==> src/rtl/hazard_pkg.sv <==
// Shared constants and types for the decode-stage hazard controller.
// Tnew/Tuse encodings match what the decoder drives onto d_tnew/d_tuse_*.
package hazard_pkg;

  localparam logic [1:0] FWD_GRF = 2'd0;
  localparam logic [1:0] FWD_E   = 2'd1;
  localparam logic [1:0] FWD_M   = 2'd2;

  localparam logic [1:0] TUSE_BR  = 2'd0;
  localparam logic [1:0] TUSE_ALU = 2'd1;
  localparam logic [1:0] TUSE_ST  = 2'd2;

  localparam logic [1:0] TNEW_LINK = 2'd0;
  localparam logic [1:0] TNEW_ALU  = 2'd1;
  localparam logic [1:0] TNEW_LOAD = 2'd2;

  localparam int REG_W = 5;

  typedef struct packed {
    logic [REG_W-1:0] dst;
    logic [1:0]       tnew;
  } stage_t;

  // One pipeline step closer to having the result; never wraps below zero.
  function automatic logic [1:0] tnew_dec(input logic [1:0] t);
    return (t == 2'd0) ? 2'd0 : t - 2'd1;
  endfunction

endpackage

==> src/rtl/md_busy_cnt.sv <==
// Mult/div busy timer: loadable down-counter that saturates at zero.
// busy_o is high while a started operation still has cycles remaining.
module md_busy_cnt #(
  parameter int MULT_CYC = 5,
  parameter int DIV_CYC  = 10,
  parameter int CNT_W    = $clog2(DIV_CYC + 1)
) (
  input  logic clk,
  input  logic rst_n,
  input  logic load_i,
  input  logic div_i,
  output logic busy_o
);

  localparam logic [CNT_W-1:0] MULT_LD = CNT_W'(MULT_CYC);
  localparam logic [CNT_W-1:0] DIV_LD  = CNT_W'(DIV_CYC);

  logic [CNT_W-1:0] cnt_q;
  logic [CNT_W-1:0] cnt_d;

  always_comb begin
    cnt_d = cnt_q;
    if (load_i) begin
      cnt_d = div_i ? DIV_LD : MULT_LD;
    end else if (cnt_q != '0) begin
      cnt_d = cnt_q - 1'b1;
    end
  end

  always_ff @(posedge clk or negedge rst_n) begin
    if (!rst_n) begin
      cnt_q <= '0;
    end else begin
      cnt_q <= cnt_d;
    end
  end

  assign busy_o = (cnt_q != '0);

endmodule

==> src/rtl/hazard_ctrl.sv <==
// Decode-stage hazard controller: stall and rs/rt forwarding selects from E/M tracking.
// Build option HAZARD_FWD_EN enables forwarding; without it every E/M match stalls.
module hazard_ctrl
  import hazard_pkg::*;
#(
  parameter int MULT_CYC = 5,
  parameter int DIV_CYC  = 10
) (
  input  logic       clk,
  input  logic       rst_n,
  input  logic [4:0] d_rs_addr,
  input  logic [4:0] d_rt_addr,
  input  logic [1:0] d_tuse_rs,
  input  logic [1:0] d_tuse_rt,
  input  logic [4:0] d_dst_addr,
  input  logic [1:0] d_tnew,
  input  logic       d_md_start,
  input  logic       d_md_div,
  input  logic       d_md_use,
  output logic       stall,
  output logic [1:0] fwd_sel_rs,
  output logic [1:0] fwd_sel_rt
);

  stage_t e_q, e_d;
  stage_t m_q, m_d;

  logic rs_e_hit, rs_m_hit, rt_e_hit, rt_m_hit;
  logic rs_stall, rt_stall, md_stall;
  logic md_busy, md_load;

  // Pipeline tracking: a stall bubbles E but M always advances.
  always_comb begin
    e_d = '0;
    if (!stall) begin
      e_d.dst  = d_dst_addr;
      e_d.tnew = d_tnew;
    end
    m_d.dst  = e_q.dst;
    m_d.tnew = tnew_dec(e_q.tnew);
  end

  always_ff @(posedge clk or negedge rst_n) begin
    if (!rst_n) begin
      e_q <= '0;
      m_q <= '0;
    end else begin
      e_q <= e_d;
      m_q <= m_d;
    end
  end

  // $0 is hard-wired, so it never creates a dependency.
  always_comb begin
    rs_e_hit = (d_rs_addr != '0) && (e_q.dst == d_rs_addr);
    rs_m_hit = (d_rs_addr != '0) && (m_q.dst == d_rs_addr);
    rt_e_hit = (d_rt_addr != '0) && (e_q.dst == d_rt_addr);
    rt_m_hit = (d_rt_addr != '0) && (m_q.dst == d_rt_addr);
  end

`ifdef HAZARD_FWD_EN
  always_comb begin
    rs_stall = (rs_e_hit && (e_q.tnew > d_tuse_rs)) ||
               (rs_m_hit && (m_q.tnew > d_tuse_rs));
    rt_stall = (rt_e_hit && (e_q.tnew > d_tuse_rt)) ||
               (rt_m_hit && (m_q.tnew > d_tuse_rt));

    fwd_sel_rs = FWD_GRF;
    if (rs_e_hit && (e_q.tnew == TNEW_LINK)) begin
      fwd_sel_rs = FWD_E;
    end else if (rs_m_hit && (m_q.tnew == TNEW_LINK)) begin
      fwd_sel_rs = FWD_M;
    end

    fwd_sel_rt = FWD_GRF;
    if (rt_e_hit && (e_q.tnew == TNEW_LINK)) begin
      fwd_sel_rt = FWD_E;
    end else if (rt_m_hit && (m_q.tnew == TNEW_LINK)) begin
      fwd_sel_rt = FWD_M;
    end
  end
`else
  logic unused_nofwd;
  assign unused_nofwd = ^{d_tuse_rs, d_tuse_rt, m_q.tnew};

  always_comb begin
    rs_stall   = rs_e_hit || rs_m_hit;
    rt_stall   = rt_e_hit || rt_m_hit;
    fwd_sel_rs = FWD_GRF;
    fwd_sel_rt = FWD_GRF;
  end
`endif

  // A stalled mult/div start must not reload the timer of the one still running.
  assign md_stall = (d_md_use || d_md_start) && md_busy;
  assign stall    = rs_stall || rt_stall || md_stall;
  assign md_load  = d_md_start && !stall;

  md_busy_cnt #(
    .MULT_CYC (MULT_CYC),
    .DIV_CYC  (DIV_CYC)
  ) u_md_busy_cnt (
    .clk    (clk),
    .rst_n  (rst_n),
    .load_i (md_load),
    .div_i  (d_md_div),
    .busy_o (md_busy)
  );

endmodule
==> config.mk <==
export PLATFORM = sky130hd
export DESIGN_NAME = hazard_ctrl
export DESIGN_NICKNAME = d
export VERILOG_FILES = /design/src/rtl/hazard_pkg.sv /design/src/rtl/md_busy_cnt.sv /design/src/rtl/hazard_ctrl.sv
export SDC_FILE = /design/constraint.sdc
export NUM_CORES = 1
export LEC_CHECK = 0
export CAP_MARGIN = 20
export CORE_MARGIN = 2
export CORE_UTILIZATION = 38
export CTS_BUF_LIST = sky130_fd_sc_hd__clkbuf_16
export DETAILED_ROUTE_END_ITERATION = 8
export GPL_ROUTABILITY_DRIVEN = 0
export PLACE_DENSITY = 0.75
export RECOVER_POWER = 100
export SKIP_CTS_REPAIR_TIMING = 1
export SLEW_MARGIN = 25
export SYNTH_ARGS = -nofsm -noshare
export SYNTH_HDL_FRONTEND = slang
export SYNTH_SLANG_ARGS = --single-unit
==> constraint.sdc <==
create_clock -name clk -period 1.47 [get_ports clk]
set_input_delay 0.147 -clock clk [delete_from_list [all_inputs] [get_ports clk]]
set_output_delay 0.147 -clock clk [all_outputs]
set_load 0.05 [all_outputs]
### Word level (Yosys, flattened, before mapping)

Cells that the tools add are included.

| word-level totals | value |
|---|---|
| bits in registers | 14 |
| latch bits | 0 |
| RAM bits | 0 |
| bits in read-only memories | 0 |
| bits of input ports | 26 |
| memories | 0 |

| operators by class | value |
|---|---|
| add/sub/neg operators | 1 |
| $mul | 0 |
| divide/modulo/power cells | 0 |
| order comparisons | 0 |
| equality and inequality tests | 4 |
| shift operators | 0 |
| multiplexer cells | 4 |
| bitwise logic cells | 0 |
| reduce and logical (&&, ||, !) cells | 16 |

Operator list:

| cell | count |
|---|---|
| equality test 5 bit | 4 |
| 2-to-1 mux 4 bit | 3 |
| nonzero test 5 bit | 2 |
| 2-to-1 mux 7 bit | 1 |
| logical AND 1 bit | 6 |
| logical OR 1 bit | 5 |
| nonzero test 4 bit | 1 |
| subtractor 4 x 1 -> 4 bit (second input constant) | 1 |
| nonzero test 2 bit | 1 |
| logical NOT 1 bit | 1 |

### Longest topological paths before layout

Gate-level depths: netlist (run 1).

| depth | value |
|---|---|
| depth after elaboration | 8 |
| mapped depth | 6 |

### Hierarchy

A second synthesis (run 1) with hierarchy kept.

| second synthesis, totals | value |
|---|---|
| cells, all modules | 85 |
| area, all modules | 882.1 um2 |

By module, submodules not included:

| module | times used | cells an instance | area an instance (um2) | seq. area each (um2) |
|---|---|---|---|---|
| hazard_ctrl | 1 | 64 | 645.6 | 250.2 |
| md_busy_cnt | 1 | 21 | 236.5 | 100.1 |

### Least setup slack after synthesis (run 1)

No wires, ideal clock.

| timing path | value |
|---|---|
| kind | register to output |
| from | register m_q[3] in the netlist's numbering |
| to | output port stall |
| data arrival time | 1.486 ns |
| path slack | -0.163 ns |
| cell stages (with the launch flop) | 7 |
| cells stage by stage | dfrtp_1 xor2_1 nor3_1 a32oi_1 o22a_2 o21a_2 inv_1 |

| on the way | value |
|---|---|
| word-level cells in the longest chain between the ends | 5 |

Ends and longest elaborated chain:

| what | line | source |
|---|---|---|
| start, declared | hazard_ctrl.sv:26 | `stage_t m_q, m_d;` |
| start signal, assigned | hazard_ctrl.sv:49 | `m_q <= m_d;` |
| equality test 5 bit (on tied branches) | hazard_ctrl.sv:56, hazard_ctrl.sv:58 |  |
| logical AND 1 bit (on tied branches) | hazard_ctrl.sv:56, hazard_ctrl.sv:58 |  |
| logical OR 1 bit (on tied branches) | hazard_ctrl.sv:87, hazard_ctrl.sv:88 |  |
| logical OR 1 bit * (2 in a row) | hazard_ctrl.sv:96 | `assign stall = rs_stall \|\| rt_stall \|\| md_stall;` |
| end, declared | hazard_ctrl.sv:20 | `output logic stall,` |

Mark *: on every way between the ends. The rest lies on a longest branch, timed or not.

### Worst setup path in the final report (run 1)

| timing path | value |
|---|---|
| from | register e_q[6] in the netlist's numbering |
| to | output port stall |

| on the way | value |
|---|---|
| word-level cells in the longest chain between the ends | 5 |

Ends and longest elaborated chain:

| what | line | source |
|---|---|---|
| start, declared | hazard_ctrl.sv:25 | `stage_t e_q, e_d;` |
| start signal, assigned | hazard_ctrl.sv:45 | `e_q <= '0;` |
| start signal, assigned | hazard_ctrl.sv:48 | `e_q <= e_d;` |
| equality test 5 bit (on tied branches) | hazard_ctrl.sv:55, hazard_ctrl.sv:57 |  |
| logical AND 1 bit (on tied branches) | hazard_ctrl.sv:55, hazard_ctrl.sv:57 |  |
| logical OR 1 bit (on tied branches) | hazard_ctrl.sv:87, hazard_ctrl.sv:88 |  |
| logical OR 1 bit * (2 in a row) | hazard_ctrl.sv:96 |  |

Marked as above.

==> run metrics, run 1 <==
die width=50.2 µm; Detail Route Antenna Nets=0; xor and xnor area share after synthesis=22.7%; critical path type=flop to output port; Synth Cell Area=810 µm²; Die Height=50.2 µm; Post-Synthesis Cells=79; most frequent cells in the layout=buf_4 (16), xor2_1 (12), dfrtp_1 (12); count of different cell masters after synthesis=24; max frequency=between 0.5 and 0.6 GHz; worst skew pair latency=240 ps; vias per cell=4.84; hpwl dp=around 1400 µm; DR vias=712; vias in the first global route=675; Final Cycle Share=129%; Num CTS Buffers=3; global-route wire length before repair=2970 µm; largest net degree at the start of global routing=15; first drt pass iteration count=4; static leakage=0.000687 µW; total clock sinks=14; worst setup margin=-432 ps; area grow syn2layout=70.0%; post-synthesis adder-cell area fraction=under 10%; simple-gate share of the synthesized area=16.1%; Yosys Warn Count=0; commonest non-fill, non-tap cell in the layout=buf_4; Synth Register Bits=14; slew margin rel.=between 50% and 60%; outcome=complete, but fails checks; largest family of logic cells by synthesized area=XOR/XNOR gates; Starting Density=roughly 41%; worst vdd ir=around 1 mV; clock power share=between 20% and 30%; Synth area leaders=dfrtp_1 (43%), xor2_1 (17%), xnor2_1 (5.4%), and2_1 (3.9%), buf_4 (3.7%); PwrDens=1460 nW/µm²; Setup crit end kind=output port; pre-CTS setup slack=-545 ps; Switching Share=33.6%; Final setup viols=10; worst path required time=roughly 1300 ps; Worst setup SP type=flop; routed length per placed instance=14.3 µm; cell taking the most area after synthesis=dfrtp_1; TNS Setup=-2020 ps; Root Buffer=clkbuf_16; DRC Markers=0; gr ovfl total=0; failing checks=setup timing; final hold vios=0; final hold slack=443 ps; Post-Route WL=2100 µm; post-synthesis mux area share=1.24%; Ports=31; clk buf depth=2; Critical-path top delay cell=dfrtp_2; met2 Use GR=27.6%; TritonCTS clock tree=yes; Synth Area in Compound Gates=9.12%; post-synthesis area per instance=10.2 µm²; Switch Pwr=677 µW; met3 Use GR=2.08%; crit path time final=about 1900 ps; GRT Resource Usage Total=16.2%; Worst Max-Slew Pin Slew=around 700 ps; dpl cell area=1140 µm²; CP max FO=5; Core Area=1980 µm²; slowest cell delay on critical path=430 ps; Final nets=148; die area=about 2500 µm²; CP Cell Sequence=xor2_2, nor3_2, a32oi_1, o22a_2, o21a_4, clkinvlp_4, buf_8; ant diodes=0; GR peak layer=met2; clock slew at reported path FFs=~40 ps; area fraction of the dominant cell type after synthesis=43.3%; initial DRC count=6; Rows=16; initial antenna violation count=0; IO Port Bufs=20; met1 usage=approximately a fifth; arrival time worst endpoint=1750 ps; RSZ-0062 raised after global routing=true; Sequential Power Share=30.3%; Clock Skews=2.22 ps; htree depth=1; fin util=69.4%; sequential element share of the synthesized area=43.3%; Pint=1340 µW; Comb power frac=around 45%; Slew Viols, Final=0; share of layout cells above drive strength 1=around 38%; Final Cell Area=1380 µm²; maxcap violations=0; worst min-delay path class=flop to flop
-- per-stage QoR --
| step | cells | power, µW |
|---|---|---|
| after floorplan | 82 | 1030 |
| after detailed placement | 139 | 1310 |
| final | 147 | 2010 |
| after global routing | 147 | 2140 |
| after global placement | 139 | 1280 |
| after CTS | 143 | 1840 |
-- flip-flops by register name, indices dropped and copies added (netlist names) --
register             flops
m_q                      5
e_q                      5
u_md_busy_cnt.cnt_q      4
-- routing by layer --
metal	share of wire (%)	vias to the layer above
li1	-	335
met1	38	341
met2	55	28
met3	4.0	8
met4	3.4	0
met5	0	-
-- path summary, 6_finish.rpt --
kind | from | end | slack (ps) | depth (start not counted)
setup / recovery | e_q[6] | stall | -430 | 7
hold / removal | e_q[5] | m_q[5] | 440 | 0
setup reg to reg | e_q[6] | u_md_busy_cnt.cnt_q[0] | -280 | 7
hold reg to reg | e_q[5] | m_q[5] | 440 | 0
max in group asynchronous | rst_n | e_q[3] | 500 | 2
min in group asynchronous | rst_n | u_md_busy_cnt.cnt_q[3] | 470 | 2
-- power by group through the flow --
stage	clock network, µW	logic, µW	registers, µW
4_1_cts	516	728	596
3_5_place_dp	0	706	602
5_1_grt	531	979	626
2_1_floorplan	0	448	583
6_report	507	897	611
3_3_place_gp	0	688	596
-- worst max-delay path: cells and delay by family, from the launching register on --
| family | cells | cell delay (ps) |
|---|---|---|
| compound gates | 3 | 510 |
| xor+xnor | 1 | 160 |
| buf+inv | 2 | 200 |
| flops | 1 | 430 |
| simple gates | 1 | 200 |
-- synthesized netlist by cell type --
library cell  instances
a21o_2                1
a21oi_1               2
a22oi_1               1
a31oi_1               1
a32oi_1               2
and2_1                5
buf_4                 4
conb_1                1
dfrtp_1              14
ha_1                  1
inv_1                 4
mux2i_1               1
nand3_2               1
nor2_1                7
nor3_1                5
nor3b_1               1
o21a_2                1
o21ai_1               1
o22a_2                1
or3_1                 1
or3b_2                1
or4_1                 2
xnor2_1               5
xor2_1               16
-- cells by family (layout without fill, tap and decap cells) --
logic type / Yosys count / count (layout)
AO/OA/AOI/OAI: 10 / 10
XOR/XNOR: 21 / 21
adder cells (fa/ha/maj): 1 / 1
buffers and inverters: 8 / 46
flip-flops: 14 / 14
multiplexers: 1 / 1
other: 1 / 4
AND/OR/NAND/NOR: 23 / 23
-- cell type report --
type	count	area (µm²)
Fill cell	139	606
Tap cell	27	33.8
Timing Repair Buffer	38	363
Multi-Input combinational cell	60	529
Inverter	4	18.8
Clock inverter	1	3.75
Sequential cell	14	353
Clock buffer	3	75.1
Power figures use the tool's default switching activity.
==> inputs of run 2 (changes only) <==
CORE_MARGIN = default   (was 2)
==> run metrics, run 2 (synthesis gave the netlist of run 1 again) <==
outcome=complete, but fails checks (unchanged); failing checks=setup timing (unchanged); initial DRC count=8 (was 6); most frequent cells in the layout=buf_4 (17), xor2_1 (14), dfrtp_1 (13) (was buf_4 (16), xor2_1 (12), dfrtp_1 (12)); slowest cell delay on critical path=440 ps (was 430 ps); global-route wire length before repair=2660 µm (was 2970 µm); vias in the first global route=666 (was 675); Final Cycle Share=127% (was 129%); die area=2320 µm² (was 2520 µm²); maxcap violations=0 (unchanged); Core Area=1980 µm² (unchanged); initial antenna violation count=0 (unchanged); worst vdd ir=1.11 mV (was 1.00 mV); WP buf/inv=2 (unchanged); Pint=1360 µW (was 1340 µW); first drt pass iteration count=4 (unchanged); commonest non-fill, non-tap cell in the layout=buf_4 (unchanged); area grow syn2layout=67.9% (was 70.0%); Worst Max-Slew Pin Slew=757 ps (was 713 ps); clock power share=25.3% (was 25.1%); met2 Use GR=28.5% (was 27.6%); pre-CTS setup slack=-543 ps (was -545 ps); Ports=31 (unchanged); final hold vios=0 (unchanged); Starting Density=40.8% (unchanged); gr ovfl total=0 (unchanged); Total Power=2040 µW (was 2010 µW); Switching Share=33.1% (was 33.6%); PwrDens=1500 nW/µm² (was 1460 nW/µm²); CP Cell Sequence=xor2_1, nor3_1, a32oi_1, o22a_2, o21a_4, clkinvlp_4, buf_8 (was xor2_2, nor3_2, a32oi_1, o22a_2, o21a_4, clkinvlp_4, buf_8); TritonCTS clock tree=yes (unchanged); ant diodes=0 (unchanged); CP delay by family, top=compound AO/OA/AOI/OAI gates (unchanged); largest net degree at the start of global routing=15 (unchanged); Rows=16 (unchanged); Switch Pwr=674 µW (was 677 µW); clock slew at reported path FFs=40 ps (about the same); final hold slack=448 ps (was 443 ps); vias per cell=4.81 (was 4.84); RSZ-0062 raised after global routing=true (unchanged); Comb power frac=44.8% (was 44.5%); IO Port Bufs=20 (unchanged); Critical-path top delay cell=dfrtp_2 (unchanged); Num CTS Buffers=3 (unchanged); GRT Resource Usage Total=17.3% (was 16.2%); slew margin rel.=49.5% (was 52.5%); Final nets=150 (was 148); Detail Route Antenna Nets=0 (unchanged); Sequential Power Share=29.9% (was 30.3%); area of the multi-input gates=488 µm² (was 529 µm²); crit path time final=1860 ps (was 1900 ps); critical path type=flop to output port (unchanged); worst path required time=1320 ps (about the same); Setup crit end kind=output port (unchanged); met1 usage=20.1% (was 18.8%); Worst setup SP type=flop (unchanged); share of layout cells above drive strength 1=30.3% (was 37.5%); fin util=68.6% (was 69.4%); worst min-delay path class=flop to flop (unchanged); hpwl dp=1340 µm (was 1360 µm); total clock sinks=14 (unchanged); Register Area=352 µm² (was 353 µm²); fill count=138 (was 139); static leakage=0.000682 µW (was 0.000687 µW); GR peak layer=met2 (unchanged); Root Buffer=clkbuf_16 (unchanged); Slew Viols, Final=0 (unchanged); worst setup margin=-394 ps (was -432 ps); clk buf depth=2 (unchanged); max frequency=0.536 GHz (was 0.526 GHz); CP max FO=3 (was 5); worst skew pair latency=240 ps (about the same); routed length per placed instance=13.7 µm (was 14.3 µm); DR vias=716 (was 712); Die Height=48.2 µm (was 50.2 µm); Top Registers=e_q: 5 flops, m_q: 5 flops, u_md_busy_cnt.cnt_q: 4 flops (unchanged); die width=48.2 µm (was 50.2 µm); Final setup viols=10 (unchanged); Post-Route WL=2040 µm (was 2100 µm); DRC Markers=0 (unchanged); arrival time worst endpoint=1720 ps (was 1750 ps); Clock Skews=2.36 ps (was 2.22 ps); R2R setup slack=-350 ps (was -280 ps); htree depth=1 (unchanged); met3 Use GR=2.59% (was 2.08%)
run 2: path summary, 6_finish.rpt:
check | endpoint | startpoint | cells after the start
setup / recovery | stall | e_q[3] | 7
hold / removal | m_q[6] | e_q[6] | 0
setup reg to reg | u_md_busy_cnt.cnt_q[0] | e_q[3] | 8
hold reg to reg | m_q[6] | e_q[6] | 0
max in group asynchronous | e_q[3] | rst_n | 2
min in group asynchronous | e_q[2] | rst_n | 2
run 2: area by class of cell:
class / count / area share (%)
flip-flops and latches: 14 / 25.9
inverters: 4 / 1.38
multi-input cells: 60 / 35.9
clock buffers: 3 / 5.52
repair buffers: 40 / 28.5
clock inverters: 1 / 0.276
well taps: 27 / 2.49
run 2: routing by layer:
metal / share of wire (%) / up-vias / wire length (µm)
met1: 44 / 347 / 893
met4: 1.7 / 0 / 34
met3: 3.3 / 4 / 68
li1: - / 343 / -
met2: 51 / 22 / 1050
met5: 0 / - / 0
run 2: metrics by stage:
| step | cell area (µm²) | setup TNS, ps | std cells |
|---|---|---|---|
| after global routing | 1360 | -3630 | 149 |
| after CTS | 1240 | -2300 | 144 |
| after global placement | 1160 | -4460 | 140 |
| after detailed placement | 1160 | -4510 | 140 |
| final | 1360 | -3030 | 149 |
| after floorplan | 836 | -43.9 | 82 |
run 2: power groups by stage:
stage	Clock (µW)	Sequential (µW)	Combinational, µW
4_1_cts	518	601	782
3_3_place_gp	0	597	719
5_1_grt	540	623	984
3_5_place_dp	0	605	745
2_1_floorplan	0	583	448
6_report	515	609	912
==> inputs of run 3 (changes only) <==
ABC_AREA = 1   (was default)
CORE_UTILIZATION = 40   (was 38)
==> run metrics, run 3 <==
area fraction of the dominant cell type after synthesis=37.1% (was 43.3%); Die Height=50.6 µm (was 48.2 µm); Switch Pwr=698 µW (was 674 µW); die area=2560 µm² (was 2320 µm²); hpwl dp=1520 µm (was 1340 µm); Worst setup SP type=flop (unchanged); Synth Cell Area=945 µm² (was 810 µm²); max frequency=0.623 GHz (was 0.536 GHz); initial DRC count=17 (was 8); clock power share=24.9% (was 25.3%); worst path required time=1320 ps (about the same); outcome=complete, but fails checks (unchanged); Yosys Warn Count=0 (unchanged); Num CTS Buffers=3 (unchanged); final hold vios=0 (unchanged); crit path time final=1600 ps (was 1860 ps); Switching Share=35.3% (was 33.1%); Top Registers=e_q: 5 flops, m_q: 5 flops, u_md_busy_cnt.cnt_q: 4 flops (unchanged); worst vdd ir=1.20 mV (was 1.11 mV); IO Port Bufs=20 (unchanged); Root Buffer=clkbuf_16 (unchanged); Final Cycle Share=109% (was 127%); most common cell in the synthesized netlist=nand2_1 (was xor2_1); share of layout cells above drive strength 1=24.1% (was 30.3%); count of different cell masters after synthesis=22 (was 24); R2R setup slack=-130 ps (was -350 ps); routed length per placed instance=10.5 µm (was 13.7 µm); Sequential Power Share=30.0% (was 29.9%); worst setup margin=-134 ps (was -394 ps); clk buf depth=2 (unchanged); initial antenna violation count=0 (unchanged); maxcap violations=0 (unchanged); vias in the first global route=849 (was 666); Detail Route Antenna Nets=0 (unchanged); DR vias=879 (was 716); CP max FO=3 (unchanged); largest net degree at the start of global routing=15 (unchanged); TritonCTS clock tree=yes (unchanged); failing checks=setup timing (unchanged); clock slew at reported path FFs=40 ps (about the same); reg2reg start=u_md_busy_cnt.cnt_q[0] (was e_q[3]); first drt pass iteration count=4 (unchanged); vias per cell=4.53 (was 4.81); PwrDens=1440 nW/µm² (was 1500 nW/µm²); Ports=31 (unchanged); worst min-delay path class=primary input to flop (was flop to flop); worst skew pair latency=240 ps (about the same); Post-Route WL=2040 µm (about the same); Synth top cells by count=nand2_1 (38), inv_1 (22), nor2_1 (15) (was xor2_1 (16), dfrtp_1 (14), nor2_1 (7)); Post-synth EDFFs=0 (unchanged); Worst Setup EP=stall (unchanged); gr ovfl total=0 (unchanged); commonest non-fill, non-tap cell in the layout=nand2_1 (was buf_4); Slew Viols, Final=0 (unchanged); Rows=17 (was 16); critical path type=flop to output port (unchanged); DP Cell Count=187 (was 140); post-synthesis area per instance=7.16 µm² (was 10.2 µm²); top_reg_cell synth=dfrtp_1 (unchanged); Post-synth ARST share=100% (unchanged); Final nets=194 (was 150); DRC Markers=0 (unchanged); Synth area leaders=dfrtp_1 (37%), nand2_1 (15%), inv_1 (8.7%), xor2_1 (6.5%), nor2_1 (6.0%) (was dfrtp_1 (43%), xor2_1 (17%), xnor2_1 (5.4%), and2_1 (3.9%), buf_4 (3.7%)); arrival time worst endpoint=1460 ps (was 1720 ps); sequential element share of the synthesized area=37.1% (was 43.3%); slew margin rel.=52.0% (was 49.5%); Pint=1280 µW (was 1360 µW); most frequent cells in the layout=nand2_1 (33), inv_1 (18), nor2_1 (14), clkdlybuf4s50_1 (14), dfrtp_1 (13) (was buf_4 (17), xor2_1 (14), dfrtp_1 (13)); Worst Max-Slew Pin Slew=720 ps (was 757 ps); total clock sinks=14 (unchanged); Post-Synthesis Cells=132 (was 79); Synth Register Bits=14 (unchanged); Core Area=2210 µm² (was 1980 µm²); TNS Setup=-492 ps (was -3030 ps); Clock Skews=1.69 ps (was 2.36 ps); RSZ-0062 raised after global routing=true (unchanged); static leakage=0.000742 µW (was 0.000682 µW); Non-Filler Instances=194 (was 149); area grow syn2layout=46.1% (was 67.9%); r2r endpoint=u_md_busy_cnt.cnt_q[1] (was u_md_busy_cnt.cnt_q[0]); cell taking the most area after synthesis=dfrtp_1 (unchanged); Comb power frac=45.2% (was 44.8%); Starting Density=42.7% (was 40.8%); ant diodes=0 (unchanged); Setup crit end kind=output port (unchanged); crit path from=u_md_busy_cnt.cnt_q[0] (was e_q[3]); die width=50.6 µm (was 48.2 µm); GRT Resource Usage Total=16.2% (was 17.3%); Final setup viols=5 (was 10); global-route wire length before repair=3280 µm (was 2660 µm); htree depth=1 (unchanged); worst reg-to-reg path cell count=10 (was 8)
-- run 3: layer usage --
layer / vias to the layer above / GRT usage [%] / wire [µm]
met5: - / 0 / 0
met4: 0 / 2.78 / 14
met3: 2 / 0.303 / 52
met2: 20 / 32.0 / 1030
met1: 402 / 19.5 / 948
li1: 455 / - / -
-- run 3: metrics by stage --
step	util (%)	instance area [µm²]	power [µW]	setup WS, ps	hold WS (ps)
2_1_floorplan	-	958	1050	26.0	-149
3_3_place_gp	55.8	1230	1310	-162	426
3_5_place_dp	55.8	1230	1330	-238	425
4_1_cts	59.3	1310	1860	-244	220
5_1_grt	62.4	1380	2110	-225	440
6_report	62.4	1380	1980	-134	425
-- run 3: final cells by class --
cell class	instances	area (µm²)
flip-flops and latches	14	352
inverters	25	93.8
clock buffers	3	75.1
multi-input cells	92	522
clock inverters	1	3.75
fillers	189	832
repair buffers	31	299
well taps	28	35.0
-- run 3: cell families (layout without fill, tap and decap cells) --
family                   count (synthesis)  count (layout)  share of synthesized area, %
XOR/XNOR                                12              12                          11.1
AO/OA/AOI/OAI                            5               5                          2.78
flip-flops                              14              14                          37.1
buffers and inverters                   29              60                          13.1
AND/OR/NAND/NOR                         70              70                          34.2
adder cells (fa/ha/maj)                  1               1                          1.32
other                                    1               4                         0.397
-- run 3: worst min-delay path by stage --
stage,start,to,slack [ps],cells past startpoint
finish,d_dst_addr[1],e_q[3],430,3
global route,d_dst_addr[4],e_q[6],440,3
CTS,rst_n,e_q[3],220,2
detailed placement,e_q[3],m_q[3],430,0
global placement,e_q[2],m_q[2],430,0
floorplan,rst_n,e_q[2],-150,0
-- run 3: worst max-delay path: stages, from the launching register on --
cell and delay [ps]:
dfrtp_1 380, inv_2 60, ha_2 170, nand2_1 70
o21ai_1 100, inv_1 90, nor2_4 140, nand2_4 70
buf_12 140
-- run 3: power groups by stage --
| stage | Combinational, µW | Sequential [µW] | Clock, µW |
|---|---|---|---|
| final | 894 | 593 | 493 |
| after global routing | 982 | 602 | 524 |
| after CTS | 777 | 585 | 501 |
| after detailed placement | 741 | 588 | 0 |
| after global placement | 722 | 584 | 0 |
| after floorplan | 476 | 569 | 0 |
